$ cat src/rtl/ddr3_wb_arbiter_pkg.sv
// Shared types and helpers for the two-master Wishbone arbiter in front of ddr3_top.
package ddr3_wb_arbiter_pkg;

  typedef enum logic {
    MASTER_A = 1'b0,
    MASTER_B = 1'b1
  } master_e;

  localparam int MAX_PENDING_DEFAULT = 8;

  function automatic int pend_bits(input int max_pending);
    return $clog2(max_pending);
  endfunction

  function automatic master_e other_master(input master_e m);
    return (m == MASTER_A) ? MASTER_B : MASTER_A;
  endfunction

endpackage

$ cat src/rtl/wb_id_fifo.sv
// In-order owner-ID FIFO: 1 bit wide, first-word-fall-through head, flushable.
module wb_id_fifo
  import ddr3_wb_arbiter_pkg::*;
#(
  parameter int DEPTH = MAX_PENDING_DEFAULT
) (
  input  logic i_controller_clk,
  input  logic i_rst,
  input  logic flush,
  input  logic push,
  input  logic push_id,
  input  logic pop,
  output logic head,
  output logic full,
  output logic empty
);

  localparam int PEND_BITS = pend_bits(DEPTH);

  logic                 mem [DEPTH];
  logic [PEND_BITS-1:0] wr_ptr;
  logic [PEND_BITS-1:0] rd_ptr;
  logic [PEND_BITS:0]   count;
  logic                 do_push;
  logic                 do_pop;

  assign full    = (count == (PEND_BITS+1)'(DEPTH));
  assign empty   = (count == '0);
  // A full FIFO refuses the push even when a pop frees a slot in the same cycle.
  assign do_push = push & ~full;
  assign do_pop  = pop & ~empty;
  assign head    = mem[rd_ptr];

  // NOTE: sequential state is assigned with <= so every flop samples pre-edge values.
  always_ff @(posedge i_controller_clk) begin
    if (i_rst || flush) begin
      wr_ptr <= '0;
      rd_ptr <= '0;
      count  <= '0;
    end else begin
      if (do_push) wr_ptr <= wr_ptr + PEND_BITS'(1);
      if (do_pop)  rd_ptr <= rd_ptr + PEND_BITS'(1);
      case ({do_push, do_pop})
        2'b10:   count <= count + (PEND_BITS+1)'(1);
        2'b01:   count <= count - (PEND_BITS+1)'(1);
        default: count <= count;
      endcase
    end
  end

  // NOTE: storage has no reset; the pointers and count alone define what is valid.
  always_ff @(posedge i_controller_clk) begin
    if (do_push) mem[wr_ptr] <= push_id;
  end

endmodule

$ cat src/rtl/ddr3_wb_arbiter.sv
// Round-robin pipelined Wishbone arbiter sharing ddr3_top's port between masters A and B.
module ddr3_wb_arbiter
  import ddr3_wb_arbiter_pkg::*;
#(
  parameter int WB_ADDR_BITS = 24,
  parameter int WB_DATA_BITS = 128,
  parameter int WB_SEL_BITS  = 16,
  parameter int AUX_WIDTH    = 4,
  parameter int MAX_PENDING  = MAX_PENDING_DEFAULT
) (
  input  logic                    i_controller_clk,
  input  logic                    i_rst,
  input  logic                    i_a_cyc,
  input  logic                    i_a_stb,
  input  logic                    i_a_we,
  input  logic [WB_ADDR_BITS-1:0] i_a_addr,
  input  logic [WB_DATA_BITS-1:0] i_a_data,
  input  logic [WB_SEL_BITS-1:0]  i_a_sel,
  input  logic [AUX_WIDTH-1:0]    i_a_aux,
  output logic                    o_a_stall,
  output logic                    o_a_ack,
  input  logic                    i_b_cyc,
  input  logic                    i_b_stb,
  input  logic                    i_b_we,
  input  logic [WB_ADDR_BITS-1:0] i_b_addr,
  input  logic [WB_DATA_BITS-1:0] i_b_data,
  input  logic [WB_SEL_BITS-1:0]  i_b_sel,
  input  logic [AUX_WIDTH-1:0]    i_b_aux,
  output logic                    o_b_stall,
  output logic                    o_b_ack,
  output logic [WB_DATA_BITS-1:0] o_rd_data,
  output logic [AUX_WIDTH-1:0]    o_rd_aux,
  output logic                    o_wb_cyc,
  output logic                    o_wb_stb,
  output logic                    o_wb_we,
  output logic [WB_ADDR_BITS-1:0] o_wb_addr,
  output logic [WB_DATA_BITS-1:0] o_wb_data,
  output logic [WB_SEL_BITS-1:0]  o_wb_sel,
  output logic [AUX_WIDTH-1:0]    o_wb_aux,
  input  logic                    i_wb_stall,
  input  logic                    i_wb_ack,
  input  logic [WB_DATA_BITS-1:0] i_wb_data,
  input  logic [AUX_WIDTH-1:0]    i_wb_aux,
  output logic                    o_protocol_err
);

  master_e owner;
  master_e owner_nxt;
  logic    a_req;
  logic    b_req;
  logic    own_req;
  logic    other_req;
  logic    accept;
  logic    pop;
  logic    fifo_full;
  logic    fifo_empty;
  logic    fifo_head;

  assign a_req     = i_a_cyc & i_a_stb;
  assign b_req     = i_b_cyc & i_b_stb;
  assign own_req   = (owner == MASTER_B) ? b_req : a_req;
  assign other_req = (owner == MASTER_B) ? a_req : b_req;

  assign o_wb_cyc  = i_a_cyc | i_b_cyc;
  assign o_wb_stb  = own_req & ~fifo_full & ~i_rst;
  assign accept    = o_wb_stb & ~i_wb_stall;

  assign o_a_stall = (owner == MASTER_A) ? (i_wb_stall | fifo_full) : 1'b1;
  assign o_b_stall = (owner == MASTER_B) ? (i_wb_stall | fifo_full) : 1'b1;

  always_comb begin
    o_wb_we   = i_a_we;
    o_wb_addr = i_a_addr;
    o_wb_data = i_a_data;
    o_wb_sel  = i_a_sel;
    o_wb_aux  = i_a_aux;
    if (owner == MASTER_B) begin
      o_wb_we   = i_b_we;
      o_wb_addr = i_b_addr;
      o_wb_data = i_b_data;
      o_wb_sel  = i_b_sel;
      o_wb_aux  = i_b_aux;
    end
  end

  always_ff @(posedge i_controller_clk) begin
    if (i_rst) owner <= MASTER_A;
    else       owner <= owner_nxt;
  end

  // NOTE: owner_nxt gets its default before any branch so no latch can be inferred.
  always_comb begin
    owner_nxt = owner;
    if ((accept || !own_req) && other_req) owner_nxt = other_master(owner);
  end

  // Acks follow FIFO order; a master that has dropped cyc still pops but sees no ack.
  assign pop       = i_wb_ack & ~fifo_empty;
  assign o_a_ack   = pop & (fifo_head == MASTER_A) & i_a_cyc;
  assign o_b_ack   = pop & (fifo_head == MASTER_B) & i_b_cyc;
  assign o_rd_data = i_wb_data;
  assign o_rd_aux  = i_wb_aux;

  always_ff @(posedge i_controller_clk) begin
    if (i_rst)                        o_protocol_err <= 1'b0;
    else if (i_wb_ack && fifo_empty)  o_protocol_err <= 1'b1;
  end

  wb_id_fifo #(
    .DEPTH(MAX_PENDING)
  ) u_id_fifo (
    .i_controller_clk(i_controller_clk),
    .i_rst           (i_rst),
    .flush           (~o_wb_cyc),
    .push            (accept),
    .push_id         (logic'(owner)),
    .pop             (pop),
    .head            (fifo_head),
    .full            (fifo_full),
    .empty           (fifo_empty)
  );

endmodule
$ cat config.mk
export PLATFORM = sky130hd
export DESIGN_NAME = ddr3_wb_arbiter
export DESIGN_NICKNAME = d
export VERILOG_FILES = /design/src/rtl/ddr3_wb_arbiter_pkg.sv /design/src/rtl/wb_id_fifo.sv /design/src/rtl/ddr3_wb_arbiter.sv
export SDC_FILE = /design/constraint.sdc
export NUM_CORES = 1
export LEC_CHECK = 0
export BUFFER_PORTS_ARGS = -buffer_cell sky130_fd_sc_hd__buf_2
export CORE_AREA = 2 2 310 312
export CTS_CLUSTER_DIAMETER = 40
export DETAILED_ROUTE_END_ITERATION = 8
export DIE_AREA = 0 0 312 314
export HOLD_SLACK_MARGIN = 0.05
export PLACE_DENSITY_LB_ADDON = 0.1
export SYNTH_ARGS = -nofsm -noshare
export SYNTH_HDL_FRONTEND = slang
export SYNTH_SLANG_ARGS = --single-unit
$ cat constraint.sdc
create_clock -name i_controller_clk -period 2.9 [get_ports i_controller_clk]
set_input_delay 0.58 -clock i_controller_clk [delete_from_list [all_inputs] [get_ports i_controller_clk]]
set_output_delay 0.58 -clock i_controller_clk [all_outputs]
set_load 0.01 [all_outputs]
* Yosys cells after proc, flatten, opt, wreduce, memory -nomap -nowiden *
Memory sizes are Yosys's and may differ from the RTL's. A register that Yosys moved wholly into a read port is not among the register bits.
Index checks and enable logic that the tools add are counted.

operators by class
  bitwise logic cells = 20
  muxes and demuxes = 15
  equal/unequal tests = 3
  add/subtract/negate cells = 4
  reductions and logical operators = 7

operators with widths
  operator                                                             count
  128-bit two-way mux                                                  1
  24-bit two-way mux                                                   1
  16-bit two-way mux                                                   1
  1-bit bitwise AND                                                    12
  1-bit two-way mux                                                    8
  4-bit case mux with 2 select lines                                   1
  3-bit by 1-bit adder with 3-bit output (second input constant)       2
  3-bit two-way mux                                                    2
  1-bit NOT                                                            6
  4-bit by 1-bit adder with 4-bit output (second input constant)       1
  4-bit == test (second input constant)                                1
  4-bit zero test                                                      1
  4-bit two-way mux                                                    1
  4-bit by 1-bit subtractor with 4-bit output (second input constant)  1
  2-bit by 1-bit == test with 1-bit output (second input constant)     1
  2-bit == test (second input constant)                                1
  1-bit logical AND                                                    2
  1-bit logical OR                                                     2
  1-bit OR                                                             2
  2-bit nonzero test                                                   1
  1-bit zero test                                                      1

storage, ports and cells
  output and inout port bits = 312
  register bits after elaboration = 12
  memories kept = 1
  bits in writable memories = 8
  word-level logic and storage cells = 55
  input bits = 486

memory list
  memory         depth  bits a word  read ports  clocked after memory_dff  wr ports  RTL line          text
  u_id_fifo.mem  8      1            1           1                         1         wb_id_fifo.sv:20  logic mem [DEPTH];

* Logic depth before layout (Yosys ltp) *
  depth after elaboration = 8
  mapped depth = 11
  mapped depth without buffers = 10

* Hierarchy *
From an unflattened synthesis, not the netlist that was laid out.

unflattened totals
  cell total of the unflattened synthesis = 435
  area, all modules = 4239.1 um^2

modules (own cells, without submodules)
  module           cells each  seq. area each (um^2)  area an instance (um^2)  instances
  ddr3_wb_arbiter  348         40.0                   3213.1                   1
  wb_id_fifo       87          500.5                  1026.0                   1

* Worst setup path after synthesis *
OpenSTA, ideal clock, no wires.

  path type = input-to-reg
  from = input port i_b_cyc
  to = register u_id_fifo.count[2]
  required time = 2.827 ns
  setup time = 0.073 ns
  path buffers = 0
  stages on the path = 10
  arrival = 2.526 ns
  slack = 0.301 ns
  path through = nand3_1 -> a2111oi_4 -> inv_1 -> ha_1 -> xor2_1 -> ha_1 -> a21oi_1 -> xor2_1 -> or3_1 -> a21oi_1

on the way
  longest elaborated chain between the ends = 8
  elaborated cells between the ends (all ways) = 13
  those cells by class = eq/ne (2); mux (2); bitwise (7); reduce/logical (2)

ends and longest elaborated chain
  item                                                                              RTL line               text
  start, declared                                                                   ddr3_wb_arbiter.sv:22  input logic i_b_cyc,
  1-bit bitwise AND                                                                 ddr3_wb_arbiter.sv:60  assign b_req = i_b_cyc & i_b_stb;
  1-bit two-way mux                                                                 ddr3_wb_arbiter.sv:61  assign own_req = (owner == MASTER_B) ? b_req : a_req;
  1-bit bitwise AND (2 in series)                                                   ddr3_wb_arbiter.sv:65  assign o_wb_stb = own_req & ~fifo_full & ~i_rst;
  1-bit bitwise AND                                                                 ddr3_wb_arbiter.sv:66  assign accept = o_wb_stb & ~i_wb_stall;
  1-bit bitwise AND                                                                 wb_id_fifo.sv:30       assign do_push = push & ~full;
  2-bit by 1-bit == test with 1-bit output / 2-bit == test (equally long branches)  wb_id_fifo.sv:43       case ({do_push, do_pop})
  4-bit case mux with 2 select lines / 2-bit nonzero test (equally long branches)   --
  end signal, assigned                                                              wb_id_fifo.sv:44       2'b10: count <= count + (PEND_BITS+1)'(1);
  end signal, assigned                                                              wb_id_fifo.sv:45       2'b01: count <= count - (PEND_BITS+1)'(1);
  end signal, assigned                                                              wb_id_fifo.sv:46       default: count <= count;
  end, declared                                                                     wb_id_fifo.sv:23       logic [PEND_BITS:0] count;

Several ways; a longest one is shown, not always the timed one.
A chain may end at the register's enable or synchronous reset.

* Worst setup path after layout *
  from = register owner
  to = output port o_wb_data[47]

on the way
  longest elaborated chain between the ends = 1

ends and longest elaborated chain
  item                    RTL line               text
  start, declared         ddr3_wb_arbiter.sv:47  master_e owner;
  start signal, assigned  ddr3_wb_arbiter.sv:88  else owner <= owner_nxt;
  128-bit two-way mux     ddr3_wb_arbiter.sv:77  if (owner == MASTER_B) begin
  end, declared           ddr3_wb_arbiter.sv:37  output logic [WB_DATA_BITS-1:0] o_wb_data,

No other way between the ends.

==> summary.md <==
| Metric | Value |
|---|---|
| Post-Route Utilization | `about 8%` |
| IO Count | `roughly 800` |
| Via-per-instance ratio | `2.31` |
| CTS tree | `done` |
| DRC errors left | `0` |
| Register area | `544 µm²` |
| RSZ-0062 raised after global routing | `false` |
| Max-cap violation count | `0` |
| Dpl ws | `0.159 ns` |
| Nets | `roughly 1300` |
| Synth-to-layout area growth | `81.6%` |
| Hold Startpoint | `o_protocol_err` |
| Final hold violations | `0` |
| Min-Delay Endpoint | `o_protocol_err` |
| Core box area | `0.0944 mm²` |
| Pwr Density | `242 mW/mm²` |
| Final ANT Viol Nets | `0` |
| Leakage | `between 0.003 and 0.004 µW` |
| Share of cells above drive strength 1 | `88.4%` |
| GRT Util Overall | `between 7 and 8%` |
| Clock sink count | `23` |
| IO Port Bufs | `between 500 and 600` |
| Compound-gate portion of the synthesized area | `3.46%` |
| Die area | `0.0980 mm²` |
| Normalized max-slew margin | `66.6%` |
| Worst Hold Depth | `2` |
| Largest net degree at the start of global routing | `67` |
| DRT iter0 DRCs | `between 100 and 150` |
| WS Path Type | `reg2out` |
| Post-synth EDFFs | `8` |
| Worst r2r src | `u_id_fifo.count[3]` |
| Post-Syn Instances | `432` |
| Switching part of the total power | `about two fifths` |
| Final TNS setup | `0 ns` |
| Net Switching | `763 µW` |
| Die H | `314 µm` |
| Post-CTS Setup Bufs | `0` |
| CTS buffer count | `3` |
| Total congestion overflow | `0` |
| Power Total | `approximately 1800 µW` |
| # setup viols final | `0` |
| Initial antenna violation count | `18` |
| Combinational family with the most area after synthesis | `multiplexers` |
| Mux contribution to synthesized area | `around 49%` |
| Post_cts resized | `0` |
| Pre-antenna DRT Iters | `4` |
| Yosys cell types | `37` |
| CP arrival | `~2.1 ns` |
| Worst setup SP type | `flip-flop` |
| First-pass GRT wire length | `about 51000 µm` |
| Post-Route WL | `approximately 40000 µm` |
| Ys flop type | `dfxtp_1` |
| Clock power share | `17.5%` |
| Area taken by multi-input logic gates | `approximately 0.0025 mm²` |
| Cell area after synthesis | `approximately 0.0042 mm²` |
| Max Slew Vio Count | `0` |
| Die Wd | `about 310 µm` |
| Setup Skew | `approximately 0.0038 ns` |
| Required time of the critical path | `about 2.3 ns` |
| FF-to-FF End | `u_id_fifo.count[3]` |
| Starting Density | `~4.4%` |
| Clock latency on the worst-skew pair | `~0.26 ns` |
| Worst Reg-to-Reg Cells | `10` |
| DR vias | `just under 5000` |
| Crit path max fanout | `between 60 and 70` |
| Number of fill cells | `about 11000` |
| Clock Tree Root | `clkbuf_16` |
| Avg Inst Size Synth | `9.62 µm²` |
| Synthesis-stage register bit count | `23` |
| H-tree Lvls | `1` |
| HPWL after detailed placement | `between 30000 and 40000 µm` |
| Fmax | `~380 MHz` |
| Post-Synth Adder-Cell Area | `1.50%` |
| Syn nets | `~900` |
| Hold-fix buffers, CTS | `0` |
| GPL Wtd Cong | `between 0.7 and 0.8` |
| Combinational group share of total power | `around 64%` |
| XOR/XNOR Fraction of Synth Area | `between 1 and 1.5%` |
| Final Critical Period | `around 2.6 ns` |
| CP endpoint kind | `output port` |
| Number of global-route vias before repair | `5295` |
| Worst stage delay on the critical path | `0.42 ns` |
| Internal | `1060 µW` |
| Tcrit/Tclk final | `90.8%` |
| Worst-Margin Slew | `0.501 ns` |
| Avg WL per Cell | `roughly 19 µm` |
| Crit-path cells | `buf_12, buf_4, mux2_2, buf_2` |
| Reg2Reg Setup Slack | `between 0.3 and 0.4 ns` |
| Run status | `complete, no violations` |
| Row cnt | `approximately 110` |
| Peak VDD IR | `around 0.00016 V` |
| Max clock buf depth | `2` |
| Async set-reset flop share out of synthesis | `0%` |
| Min-Delay Path Class | `reg2reg` |
| Worst Setup Slack, final | `approximately 0.27 ns` |
| Hold WS | `0.493 ns` |
| Part of the Yosys area used for sequential elements | `13.0%` |
| Reg power frac | `a little under a fifth` |
| CTS clk-pin slew, worst paths | `0.07 ns` |
| Yosys synthesis warning count | `0` |
| Slowest-stage cell, CP | `mux2_2` |
| Post-Synth Simple-Gate Area | `about 5.4%` |
## through the flow
| stage | cell area (µm²) | cells |
|---|---|---|
| after global placement | 7460 | 2092 |
| after detailed placement | 7460 | 2092 |
| after floorplan | 4160 | 432 |
| final | 7550 | 2097 |
| after global routing | 7550 | 2096 |
| after CTS | 7550 | 2096 |
## critical path: cells and delay by family (launching register included)
family                 cells  cell delay [ns]
buffers and inverters      3             0.86
flip-flops                 1             0.39
multiplexers               1             0.42
## power groups by stage
stage	sequential, µW	combinational, µW	clock (µW)
3_3_place_gp	351	1210	0
6_report	343	1160	320
4_1_cts	343	1220	337
5_1_grt	344	1260	352
3_5_place_dp	351	1210	0
2_1_floorplan	350	643	0
## cell families (layout without fill, tap and decap cells)
group           after synthesis  count (layout)
compound gates               18              18
flops                        23              23
buf+inv                     158             557
fa+ha+maj                     5               5
mux                         178             178
simple gates                 44              44
xor+xnor                      6               6
other cells                   0               1
## final cells by class
type | count | share of cell area (%)
tap | 1265 | 21.0
timing repair buffer | 549 | 37.3
multi-input combinational | 251 | 33.2
clock inverter | 1 | 0.0995
sequential | 23 | 7.21
antenna | 1 | 0.0332
inverter | 4 | 0.199
clock buffer | 3 | 0.995
## how the worst max path moves through the flow
stage / start / to / slack, ns
after floorplan: i_b_cyc / u_id_fifo.count[2] / 0.30
after global placement: i_b_cyc / u_id_fifo.count[3] / 0.09
after detailed placement: i_b_cyc / u_id_fifo.count[2] / 0.16
after CTS: owner / o_wb_data[47] / 0.22
after global routing: owner / o_wb_data[12] / 0.17
final: owner / o_wb_data[47] / 0.27
## cell usage after synthesis (all sizes together), types with 2 or more instances
cell type | n | share of area, %
clkbuf | 6 | 0.54
dfxtp | 15 | 7.2
mux2 | 173 | 47
buf | 148 | 26
mux4 | 2 | 1.1
o21ai | 4 | 0.48
nand2b | 2 | 0.30
nor2 | 18 | 1.6
a21oi | 4 | 0.48
a211oi | 2 | 0.36
xor2 | 4 | 0.84
inv | 4 | 0.36
mux2i | 3 | 0.72
ha | 5 | 1.5
edfxtp | 8 | 5.8
a2111oi | 2 | 0.90
nand3b | 2 | 0.66
nand2 | 10 | 0.90
xnor2 | 2 | 0.42
nor3 | 3 | 0.36
and3 | 2 | 0.30
## routing by layer
metal / up-vias / GRT usage [%] / wire length, µm
met5: - / 0.629 / 183
met4: 18 / 0.634 / 233
met3: 27 / 4.66 / 5400
met2: 451 / 11.1 / 16600
met1: 2154 / 10.0 / 17700
li1: 2187 / - / -
## layout by cell type, fill, tap and decap left out, drive strengths merged, types with 2 or more instances in the layout
cell / instances
mux2: 173
edfxtp: 8
a21oi: 4
xnor2: 2
mux2i: 3
xor2: 4
and3: 2
clkbuf: 3
a211oi: 2
mux4: 2
ha: 5
inv: 4
o21ai: 4
nor2: 18
nand2: 10
nor3: 3
dfxtp: 15
nand2b: 2
a2111oi: 2
buf: 549
nand3b: 2
(Power assumes the default switching activity.)
